**config.mk**
```make
export PLATFORM = sky130hd
export DESIGN_NAME = sp3a_arb64
export DESIGN_NICKNAME = d
export VERILOG_FILES = /design/src/rtl/sp3a_arb64.sv
export SDC_FILE = /design/constraint.sdc
export NUM_CORES = 1
export LEC_CHECK = 0
export CORE_AREA = 2 2 218 220
export CTS_CLUSTER_DIAMETER = 200
export DETAILED_ROUTE_END_ITERATION = 16
export DIE_AREA = 0 0 220 222
export PLACE_DENSITY = 0.5
export SYNTH_ARGS = -nofsm -noshare
export SYNTH_HDL_FRONTEND = slang
export SYNTH_SLANG_ARGS = --single-unit
```
**constraint.sdc**
```tcl
create_clock -name ix_clk -period 2.6 [get_ports ix_clk]
set_clock_uncertainty 0.15 [all_clocks]
set_input_delay 0.52 -clock ix_clk [delete_from_list [all_inputs] [get_ports ix_clk]]
set_output_delay 0.52 -clock ix_clk [all_outputs]
set_load 0.005 [all_outputs]
```
**src/rtl/sp3a_arb64.sv**
```systemverilog
// Three-master arbiter onto one downstream bus port (64-bit data, 32-bit address).
// Round-robin or fixed-priority winner selection; writes complete in ISSUE, reads wait for s_ack.
module sp3a_arb64 #(
   parameter bit FIXED_PRI = 1'b0
) (
   input  logic        ix_clk,
   input  logic        ix_rst_n,

   input  logic [31:0] m0_addr,
   input  logic [63:0] m0_wdata,
   input  logic [7:0]  m0_be,
   input  logic        m0_rd,
   input  logic        m0_req,
   output logic        m0_ack,
   output logic        m0_gnt,

   input  logic [31:0] m1_addr,
   input  logic [63:0] m1_wdata,
   input  logic [7:0]  m1_be,
   input  logic        m1_rd,
   input  logic        m1_req,
   output logic        m1_ack,
   output logic        m1_gnt,

   input  logic [31:0] m2_addr,
   input  logic [63:0] m2_wdata,
   input  logic [7:0]  m2_be,
   input  logic        m2_rd,
   input  logic        m2_req,
   output logic        m2_ack,
   output logic        m2_gnt,

   output logic [63:0] m_rdata,
   output logic        m_err,

   output logic [31:0] s_addr,
   output logic [63:0] s_wdata,
   output logic [7:0]  s_be,
   output logic        s_rd,
   output logic        s_req,
   input  logic [63:0] s_rdata,
   input  logic        s_busy,
   input  logic        s_ack,
   input  logic        s_err
);

   typedef enum logic [1:0] {
      ST_IDLE  = 2'd0,
      ST_ISSUE = 2'd1,
      ST_WAIT  = 2'd2
   } state_e;

   state_e      state_q, state_d;
   logic [2:0]  gnt_q, gnt_d;
   logic [1:0]  last_q, last_d;
   logic [31:0] s_addr_q, s_addr_d;
   logic [63:0] s_wdata_q, s_wdata_d;
   logic [7:0]  s_be_q, s_be_d;
   logic        s_rd_q, s_rd_d;
   logic        s_req_q, s_req_d;

   logic [2:0]       req_v;
   logic [2:0][31:0] addr_v;
   logic [2:0][63:0] wdata_v;
   logic [2:0][7:0]  be_v;
   logic [2:0]       rd_v;
   logic [2:0]       ack_v;

   logic [1:0] start_idx;
   logic [1:0] win_idx;
   logic       win_found;

   assign req_v   = {m2_req,   m1_req,   m0_req};
   assign addr_v  = {m2_addr,  m1_addr,  m0_addr};
   assign wdata_v = {m2_wdata, m1_wdata, m0_wdata};
   assign be_v    = {m2_be,    m1_be,    m0_be};
   assign rd_v    = {m2_rd,    m1_rd,    m0_rd};

   function automatic logic [1:0] wrap3(input logic [2:0] v);
      return (v >= 3'd3) ? 2'(v - 3'd3) : v[1:0];
   endfunction

   // Fixed priority is round-robin with the search pinned to start at m0.
   always_comb begin
      start_idx = FIXED_PRI ? 2'd0 : wrap3({1'b0, last_q} + 3'd1);
      win_found = 1'b0;
      win_idx   = 2'd0;
      for (int k = 0; k < 3; k++) begin
         if (!win_found && req_v[wrap3({1'b0, start_idx} + 3'(k))]) begin
            win_found = 1'b1;
            win_idx   = wrap3({1'b0, start_idx} + 3'(k));
         end
      end
   end

   // NOTE: every variable gets a default before the case so no path leaves one unassigned (no latch).
   always_comb begin
      state_d   = state_q;
      gnt_d     = gnt_q;
      last_d    = last_q;
      s_addr_d  = s_addr_q;
      s_wdata_d = s_wdata_q;
      s_be_d    = s_be_q;
      s_rd_d    = s_rd_q;
      s_req_d   = 1'b0;

      unique case (state_q)
         ST_IDLE: begin
            if (win_found && !s_busy) begin
               state_d   = ST_ISSUE;
               gnt_d     = 3'b001 << win_idx;
               last_d    = win_idx;
               s_addr_d  = addr_v[win_idx];
               s_wdata_d = wdata_v[win_idx];
               s_be_d    = be_v[win_idx];
               s_rd_d    = rd_v[win_idx];
               s_req_d   = 1'b1;
            end
         end
         ST_ISSUE: state_d = s_rd_q ? ST_WAIT : ST_IDLE;
         ST_WAIT:  if (s_ack) state_d = ST_IDLE;
         default:  state_d = ST_IDLE;
      endcase

      // Back in IDLE the fields park at zero; write data deliberately keeps its last value.
      if (state_d == ST_IDLE) begin
         gnt_d    = '0;
         s_addr_d = '0;
         s_be_d   = '0;
         s_rd_d   = 1'b0;
      end
   end

   // NOTE: sequential state uses non-blocking assignments so all flops update together at the edge.
   always_ff @(posedge ix_clk or negedge ix_rst_n) begin
      if (!ix_rst_n) begin
         state_q   <= ST_IDLE;
         gnt_q     <= '0;
         last_q    <= 2'd2;
         s_addr_q  <= '0;
         s_wdata_q <= '0;
         s_be_q    <= '0;
         s_rd_q    <= 1'b0;
         s_req_q   <= 1'b0;
      end else begin
         state_q   <= state_d;
         gnt_q     <= gnt_d;
         last_q    <= last_d;
         s_addr_q  <= s_addr_d;
         s_wdata_q <= s_wdata_d;
         s_be_q    <= s_be_d;
         s_rd_q    <= s_rd_d;
         s_req_q   <= s_req_d;
      end
   end

   assign ack_v = {3{s_ack & (state_q != ST_IDLE)}} & gnt_q;

   assign {m2_ack, m1_ack, m0_ack} = ack_v;
   assign {m2_gnt, m1_gnt, m0_gnt} = gnt_q;

   assign m_rdata = s_rdata;
   assign m_err   = s_err;

   assign s_addr  = s_addr_q;
   assign s_wdata = s_wdata_q;
   assign s_be    = s_be_q;
   assign s_rd    = s_rd_q;
   assign s_req   = s_req_q;

endmodule

```
==> reports/results.ini, run 1 <==
[synth]
synth_top_area_frac=0.385
yosysMostFrequentCell=dfrtp_1
syn_area_um2=7280
synth_ff_type=dfrtp_1
async_flop_share=1.00
synthCells=789
yosysWarnings=0
yosysSeqAreaShare=0.389
yosysTopAreaCell=dfrtp_1
syn_area_per_cell_um2=9.23
synth_cell_types=40
syn_nets=1180
synth_seq_cells=113
synth_common_cells=112 x dfrtp_1, 105 x a31oi_1, 84 x o211ai_1
synthTopCellsByArea=dfrtp_1 38%, a31oi_1 9.0%, o211ai_1 8.7%
synth_edf_count=0

[global_route]
track_usage=0.145
grt_pass1_vias=8422
overflow=0
grt_max_degree=114
antenna_found_initial=1
grt_pass1_wl_um=52900

[floorplan]
fp-row-count=79
dieArea_um2=48800
coreArea_um2=46300
fp.dieW_um=220
die_y_um=222
start_util=0.157
boundaryPins=564

[critical_path]
setup.worst_path.end_class=primary output
worstPathArrival_ns=1.87
required_ns=1.93
crit_type=in2out
crit_fanout=3
start_kind=input port
ff2ff_path_depth=9

[route]
drt-total-wl_um=36400
met3_length_um=3110
vias_per_cell=4.65
wl_met1_um=14000
drt-initial-drc-count=559
met2_length_um=17100
via_count=8303
avgRoutedWirePerCell_um=20.4
first_pass_iters=5
drc=0
postRouteAntennaNets=0
top_layer=met5

[placement]
placed_cells=1746
port_buffers=433
dpl_cell_area_um2=12300
gp_congestion=0.868
dp_hpwl_um=26500

[pwr]
power_density_nw_per_um2=1220
ir_drop_mv=0.714
power_mw=16.0
power.leakage_nw=4.74

[timing]
slew_violations=0
relSlewSlack=0.502
setup-tns-final_ns=0
min_period_ns=2.54
fmax_mhz=394
finalSetupViolations=0
hold_viol_final=1
hold_slack_ns=-0.00475
tightest_slew_ns=0.746
final.period_utilization=0.975

[final_layout]
final_area_um2=13100
seqCellArea_um2=2830
fillers=4924
drive_gt1_frac=0.138
multi_input_area_um2=3530
syn_to_final_growth_pct=80.1
diodes=0
nNetsFinal=1555
fin_cells=1784

[clock_tree]
insertion_delay_ns=0.44
cts_root_buf=clkbuf_16
clkSlewWorstSetupHoldPaths_ns=0.06
cts_tree=yes
numCtsBuffers=17
clockBufferDepth=2
cts.sinks=113
htreeDepth=4

[flow_run]
drv_cap=0

[outcome]
status=finished, violations left
violations=hold timing

[hold_path]
holdCritPathClass=in2async

==> worst max-delay path, stage by stage <==
cell             delay (ns)
clkdlybuf4s50_1        0.49
o21a_1                 0.20
and2_1                 0.15
clkdlybuf4s50_1        0.50
==> metal layers <==
| layer | up-vias | track usage |
|---|---|---|
| met5 | - | 0 |
| met4 | 2 | 0.0996 |
| met3 | 99 | 0.0399 |
| met2 | 448 | 0.241 |
| met1 | 3946 | 0.161 |
| li1 | 3808 | - |
==> cell families after synthesis <==
group                    after synthesis  synth area share
AO/OA/AOI/OAI                        371             0.377
adder cells (fa/ha/maj)                4           0.00687
buffers and inverters                165             0.139
flip-flops                           113             0.389
multiplexers                           3           0.00430
AND/OR/NAND/NOR                      133            0.0840
==> flip-flops by register name, indices dropped and copies added (netlist names) <==
name and flops:
s_wdata 64, s_addr 32, s_be 8, gnt_q 3
last_q 2, state_q 2, s_rd 1, s_req 1
==> cell usage in the layout (no fill, tap or decap), drive strengths merged, types with 9 or more instances in the layout <==
| cell | netlist | final |
|---|---|---|
| buf | 134 | 86 |
| nor2 | 67 | 67 |
| clkdlybuf4s50 | 0 | 431 |
| dfrtp | 112 | 112 |
| a22oi | 42 | 42 |
| a21oi | 43 | 43 |
| o211ai | 105 | 105 |
| clkbuf | 29 | 21 |
| nand3 | 42 | 42 |
| nand2 | 9 | 9 |
| a31oi | 105 | 105 |
| a32oi | 64 | 64 |
==> repair_timing <==
item | CTS | global route
endpoints found under the setup margin | 102 | 104
setup buffers | 2 | 0
resized for setup | 10 | 7
hold buffers | 0 | 0
hold endpoints to repair | 0 | 0
gates cloned | 4 | 0
pin swaps | 2 | 1
==> stage by stage <==
step	setup WS, ns	utilization	hold WS (ns)
floorplan	0.204	-	0.0744
global placement	-0.124	0.266	0.336
detailed placement	-0.173	0.266	0.350
CTS	-0.00771	0.283	0.0152
global route	-0.00157	0.284	0.0469
finish	0.0641	0.284	-0.00475
==> area by class of cell <==
cell class / instances / share of cell area
Timing Repair Buffer: 519 / 0.412
Tap cell: 607 / 0.0579
Clock buffer: 21 / 0.0366
Multi-Input combinational cell: 511 / 0.269
Clock inverter: 11 / 0.00840
Inverter: 2 / 0.000572
Sequential cell: 113 / 0.216
==> final timing paths <==
path                                            start                      end  slack (ns)
worst max-delay path                            s_ack                   m2_ack        0.06
worst min register to register   gnt_q[1]$_DFFE_PN0P_     gnt_q[1]$_DFFE_PN0P_        0.35
worst min-delay path                         ix_rst_n    s_addr[3]$_DFFE_PN0P_      -0.005
min in group ix_clk              gnt_q[1]$_DFFE_PN0P_     gnt_q[1]$_DFFE_PN0P_        0.35
worst max register to register  last_q[1]$_DFFE_PN1P_  s_wdata[30]$_DFFE_PN0P_        0.10
max in group asynchronous                    ix_rst_n   s_wdata[5]$_DFFE_PN0P_        1.69
==> power breakdown <==
part           switching, mW  internal, mW  total (mW)
clock                  0.920          1.50        2.42
sequential             0.607          2.66        3.27
combinational           5.19          5.17        10.4
total                   6.72          9.33        16.0
Note: power is estimated with default switching activity, not from simulation.
==> run 2, diff against run 1 <==
==> constraint.sdc (replaced) <==
create_clock -name ix_clk -period 2.6 [get_ports ix_clk]
set_clock_uncertainty 0.15 [all_clocks]
set_input_delay 0.65 -clock ix_clk [delete_from_list [all_inputs] [get_ports ix_clk]]
set_output_delay 0.65 -clock ix_clk [all_outputs]
set_load 0.005 [all_outputs]
==> reports/results.ini, run 2 (synthesized netlist as in run 1, its figures left out) <==
[timing]
fmax_mhz=379  ; -3.8%
setup-tns-final_ns=-0.209  ; -0.209 ns
final.period_utilization=1.01  ; +0.0386
tightest_slew_ns=0.362  ; -0.384 ns
min_period_ns=2.64  ; +0.100 ns
grt_setup_unrepaired=yes
slew_violations=0  ; unchanged
setup_ws_ns=-0.0361  ; -0.100 ns
finalSetupViolations=19  ; +19
hold_slack_ns=0.379  ; +0.384 ns
relSlewSlack=0.759  ; +0.256
hold_viol_final=0  ; -1

[final_layout]
multi_input_area_um2=3960  ; +12%
nNetsFinal=1582  ; +1.7%
fillers=4881  ; -0.87%
final_common_cell=clkdlybuf4s50_1
largest_register_ffs=64  ; unchanged
layout_common_cells=430 x clkdlybuf4s50_1, 111 x dfrtp_1, 95 x a31oi_1, 84 x o211ai_1, 64 x buf_4
drive_gt1_frac=0.226  ; +0.0874
seqCellArea_um2=2830  ; about the same
diodes=0  ; unchanged
final_area_um2=14100  ; +7.2%
syn_to_final_growth_pct=93.1

[global_route]
grt_pass1_vias=8557  ; +1.6%
overflow=0  ; unchanged
grt_max_degree=56  ; -51%
track_usage=0.144  ; -0.00121
antenna_found_initial=1  ; unchanged
grt_pass1_wl_um=52600  ; -0.51%

[route]
postRouteAntennaNets=0  ; unchanged
vias_per_cell=4.69  ; +0.79%
first_pass_iters=5  ; unchanged
avgRoutedWirePerCell_um=21.5  ; +5.7%
drt-total-wl_um=39000  ; +7.3%
via_count=8495  ; +2.3%
drt-initial-drc-count=428  ; -23%
drc=0  ; unchanged

[clock_tree]
cts_root_buf=clkbuf_16
cts.sinks=113  ; unchanged
insertion_delay_ns=0.45  ; about the same
numCtsBuffers=17  ; unchanged
clkSlewWorstSetupHoldPaths_ns=0.06  ; about the same
clockBufferDepth=2  ; unchanged
htreeDepth=4  ; unchanged
cts_tree=yes

[pwr]
clockPowerShare=0.153  ; +0.002
switchingPower_mw=7.55  ; +12%
power_mw=18.1  ; +13%
ir_drop_mv=0.584  ; -18%
p_comb_frac=0.659  ; +0.013
power_frac_seq=0.188  ; -0.016
power_density_nw_per_um2=1290  ; +5.2%
intPower_mw=10.6  ; +13%
power.leakage_nw=5.02  ; +5.8%
swShare=0.417  ; -0.00171

[critical_path]
worstPathArrival_ns=2.80  ; +0.93 ns
crit_fanout=16  ; +13
setup.worst_path.end_class=register
required_ns=2.76  ; +0.83 ns
crit_type=reg2reg
start_kind=register

[floorplan]
die_y_um=222  ; unchanged
fp-row-count=79  ; unchanged
coreArea_um2=46300  ; unchanged
start_util=0.157  ; unchanged
fp.dieW_um=220  ; unchanged
dieArea_um2=48800  ; unchanged
boundaryPins=564  ; unchanged

[placement]
dpl_worst_slack_ns=-0.319  ; -0.146 ns
gp_congestion=0.862  ; -0.69%
dpl_cell_area_um2=12400  ; +1.0%
port_buffers=433  ; unchanged
dp_hpwl_um=27100  ; +2.2%

[hold_path]
holdCritPathClass=reg2reg

[outcome]
status=finished, violations left
violations=setup timing

[flow_run]
drv_cap=0  ; unchanged

[run 2: changes by cell type in the layout (fill, tap and decap cells not counted), sizes merged, moves of 2 or more]
cell         change
buf             +19
bufinv           +4
clkbuf           +8
clkinv           -3
dlygate4sd2      +2
[run 2: worst paths after layout]
kind / startpoint / to / slack (ns) / depth (start not counted)
max in group asynchronous: ix_rst_n / s_wdata[16]$_DFFE_PN0P_ / 1.31 / 3
worst min-delay path: gnt_q[2]$_DFFE_PN0P_ / gnt_q[2]$_DFFE_PN0P_ / 0.38 / 2
min in group asynchronous: ix_rst_n / s_addr[3]$_DFFE_PN0P_ / 0.41 / 2
worst min register to register: gnt_q[2]$_DFFE_PN0P_ / gnt_q[2]$_DFFE_PN0P_ / 0.38 / 2
worst max-delay path: last_q[1]$_DFFE_PN1P_ / s_wdata[23]$_DFFE_PN0P_ / -0.04 / 8
worst max register to register: last_q[1]$_DFFE_PN1P_ / s_wdata[23]$_DFFE_PN0P_ / -0.04 / 8
[run 2: layout make-up]
type | count | area share
Tap cell | 607 | 0.0540
Clock inverter | 11 | 0.0148
Sequential cell | 113 | 0.201
Clock buffer | 21 | 0.0327
Timing Repair Buffer | 546 | 0.415
Multi-Input combinational cell | 511 | 0.281
Inverter | 2 | 0.000534
[run 2: per-layer routing]
layer	vias to the layer above	part of all wire	routed length (µm)	GRT usage
li1	3866	-	-	-
met3	102	0.077	3020	0.0396
met4	2	0.054	2120	0.0994
met2	427	0.49	19000	0.240
met1	4098	0.38	14900	0.158
met5	-	0.00041	16	0
[run 2: critical path: stages (launching register included)]
cell	delay, ns
dfstp_2	0.57
ha_4	0.23
or2_1	0.24
and3_4	0.17
o41a_4	0.57
clkbuf_16	0.21
buf_16	0.17
nor2_2	0.14
a31oi_4	0.04
[run 2: timing repair]
action / CTS / global route
pin swaps: 1 / 4
setup buffers: 0 / 7
hold buffers: 1 / 0
hold endpoints to repair: 4 / 0
gates cloned: 3 / 10
setup endpoints to repair: 91 / 106
resized for setup: 19 / 110
[run 2: power groups by stage]
stage          registers [mW]  logic (mW)  clock network, mW
2_1_floorplan            3.26        4.97                  0
3_3_place_gp             3.28        10.1                  0
3_5_place_dp             3.30        10.2                  0
4_1_cts                  3.29        10.6               2.86
5_1_grt                  3.51        12.7               2.93
6_report                 3.40        11.9               2.77
[run 2: through the flow]
| stage | std cells | utilization |
|---|---|---|
| 6_report | 1811 | 0.304 |
| 5_1_grt | 1811 | 0.304 |
| 4_1_cts | 1794 | 0.288 |
| 3_5_place_dp | 1758 | 0.269 |
| 3_3_place_gp | 1758 | 0.269 |
| 2_1_floorplan | 789 | - |
==> run 3, diff against run 2 <==
- SKIP_CTS_REPAIR_TIMING: unset -> 1
==> reports/results.ini, run 3 (synthesized netlist as in run 1, its figures left out) <==
[outcome]
status=finished, final reports clean

[clock_tree]
cts.sinks=113  ; unchanged
cts_tree=yes
clockBufferDepth=2  ; unchanged
numCtsBuffers=17  ; unchanged
htreeDepth=4  ; unchanged
clkSlewWorstSetupHoldPaths_ns=0.06  ; about the same
insertion_delay_ns=0.45  ; about the same
cts_root_buf=clkbuf_16

[timing]
fmax_mhz=387  ; +2.1%
min_period_ns=2.58  ; -0.0537 ns
hold_slack_ns=0.378  ; -0.000765 ns
setup-tns-final_ns=0  ; +0.209 ns
hold_viol_final=0  ; unchanged
setup_ws_ns=0.0176  ; +0.0537 ns
slew_violations=0  ; unchanged
tightest_slew_ns=0.371  ; +0.00871 ns
final.period_utilization=0.993  ; -0.0207
finalSetupViolations=0  ; -19
relSlewSlack=0.753  ; -0.00580
grt_setup_unrepaired=yes

[global_route]
antenna_found_initial=1  ; unchanged
grt_pass1_wl_um=51100  ; -2.8%
overflow=0  ; unchanged
track_usage=0.140  ; -0.00454
grt_max_degree=64  ; +14%
grt_pass1_vias=8405  ; -1.8%

[floorplan]
coreArea_um2=46300  ; unchanged
fp.dieW_um=220  ; unchanged
start_util=0.157  ; unchanged
die_y_um=222  ; unchanged
fp-row-count=79  ; unchanged
dieArea_um2=48800  ; unchanged
boundaryPins=564  ; unchanged

[pwr]
power.leakage_nw=4.90  ; -2.4%
power_density_nw_per_um2=1260  ; -2.2%
ir_drop_mv=0.537  ; -8.1%
power_mw=17.0  ; -6.1%

[final_layout]
fin_util=0.292  ; -0.0122
nNetsFinal=1576  ; -0.38%
layout_common_cells=431 x clkdlybuf4s50_1, 111 x dfrtp_1, 105 x a31oi_1, 84 x o211ai_1, 70 x buf_4
largest_register_ffs=64  ; unchanged
fillers=4919  ; +0.78%
final_common_cell=clkdlybuf4s50_1
diodes=0  ; unchanged
drive_gt1_frac=0.168  ; -0.0581
syn_to_final_growth_pct=85.4

[critical_path]
rrSetupSlack_ns=0.02  ; +0.05 ns
critPathLaunch=last_q[1]$_DFFE_PN1P_
r2r_end=s_rd$_DFFE_PN0P_
cpMaxStageDelayCell=dfstp_2
crit_chain=ha_4 -> or2_1 -> and3_4 -> o41a_4 -> buf_12 -> buf_4 -> a21oi_1 -> a31oi_1
slowest_delay_ns=0.57  ; about the same
crit_fanout=10  ; -6
start_kind=register
worstPathArrival_ns=2.75  ; -0.05 ns
ff2ff_path_depth=8  ; unchanged
setup.worst_path.end_class=register
crit_type=reg2reg
r2r-start=last_q[1]$_DFFE_PN1P_
crit_end=s_rd$_DFFE_PN0P_
required_ns=2.77  ; about the same

[route]
postRouteAntennaNets=0  ; unchanged
avgRoutedWirePerCell_um=20.7  ; -4.0%
via_count=8375  ; -1.4%
drt-initial-drc-count=513  ; +20%
drt-total-wl_um=37300  ; -4.3%
vias_per_cell=4.64  ; -1.1%
first_pass_iters=5  ; unchanged
drc=0  ; unchanged

[placement]
port_buffers=433  ; unchanged
gp_congestion=0.862  ; unchanged
dpl_worst_slack_ns=-0.319  ; unchanged
dp_hpwl_um=27100  ; unchanged

[flow_run]
drv_cap=0  ; unchanged

[hold_path]
holdCritPathClass=reg2reg

## run 3: cell types whose count changed in the layout (fill, tap and decap cells not counted), moves of 6 or more
cell | before | now
a31oi_1 | 95 | 105
a32oi_1 | 56 | 64
nor2_1 | 24 | 59
buf_4 | 64 | 70
a21oi_2 | 25 | 14
nor2_4 | 11 | 1
a31oi_4 | 6 | 0
a32oi_2 | 8 | 0
nor2_2 | 32 | 7
a21oi_1 | 18 | 29
## run 3: power breakdown
part,switching (mW),internal (mW)
combinational,5.40,5.51
sequential,0.652,2.66
clock,0.928,1.84
total,6.98,10.0
## run 3: stage by stage
stage | cells | instance area [µm²]
floorplan | 789 | 7280
global placement | 1758 | 12400
detailed placement | 1758 | 12400
CTS | 1790 | 13100
global route | 1805 | 13500
finish | 1805 | 13500
## run 3: critical path, delay by kind of cell, from the launching register on
kind	cells	cell delay, ns
flops	1	0.57
buf+inv	2	0.37
compound gates	3	0.70
simple gates	2	0.42
fa+ha+maj	1	0.23
## run 3: area by class of cell
type	count	area [µm²]	area share
inverter	2	7.51	0.000556
multi-input combinational	511	3600	0.266
tap	607	759	0.0563
timing repair buffer	540	5640	0.418
clock buffer	21	460	0.0341
sequential	113	2830	0.210
clock inverter	11	208	0.0154
## run 3: metal layers
layer  share of wire  GRT usage  vias up
met4           0.054     0.0961        2
met2            0.47      0.231      423
met3           0.085     0.0405       96
met1            0.39      0.153     4007
met5         0.00043          0        -
li1                -          -     3847
## run 3: worst min path at each step
stage / cells after the start / slack [ns] / to / from
after floorplan: 0 / 0.20 / gnt_q[0]$_DFFE_PN0P_ / ix_rst_n
after global placement: 1 / 0.34 / s_addr[3]$_DFFE_PN0P_ / ix_rst_n
after detailed placement: 1 / 0.34 / s_addr[31]$_DFFE_PN0P_ / ix_rst_n
after CTS: 1 / -0.18 / s_addr[31]$_DFFE_PN0P_ / ix_rst_n
after global routing: 2 / 0.39 / s_addr[31]$_DFFE_PN0P_ / ix_rst_n
final: 2 / 0.38 / gnt_q[2]$_DFFE_PN0P_ / gnt_q[2]$_DFFE_PN0P_
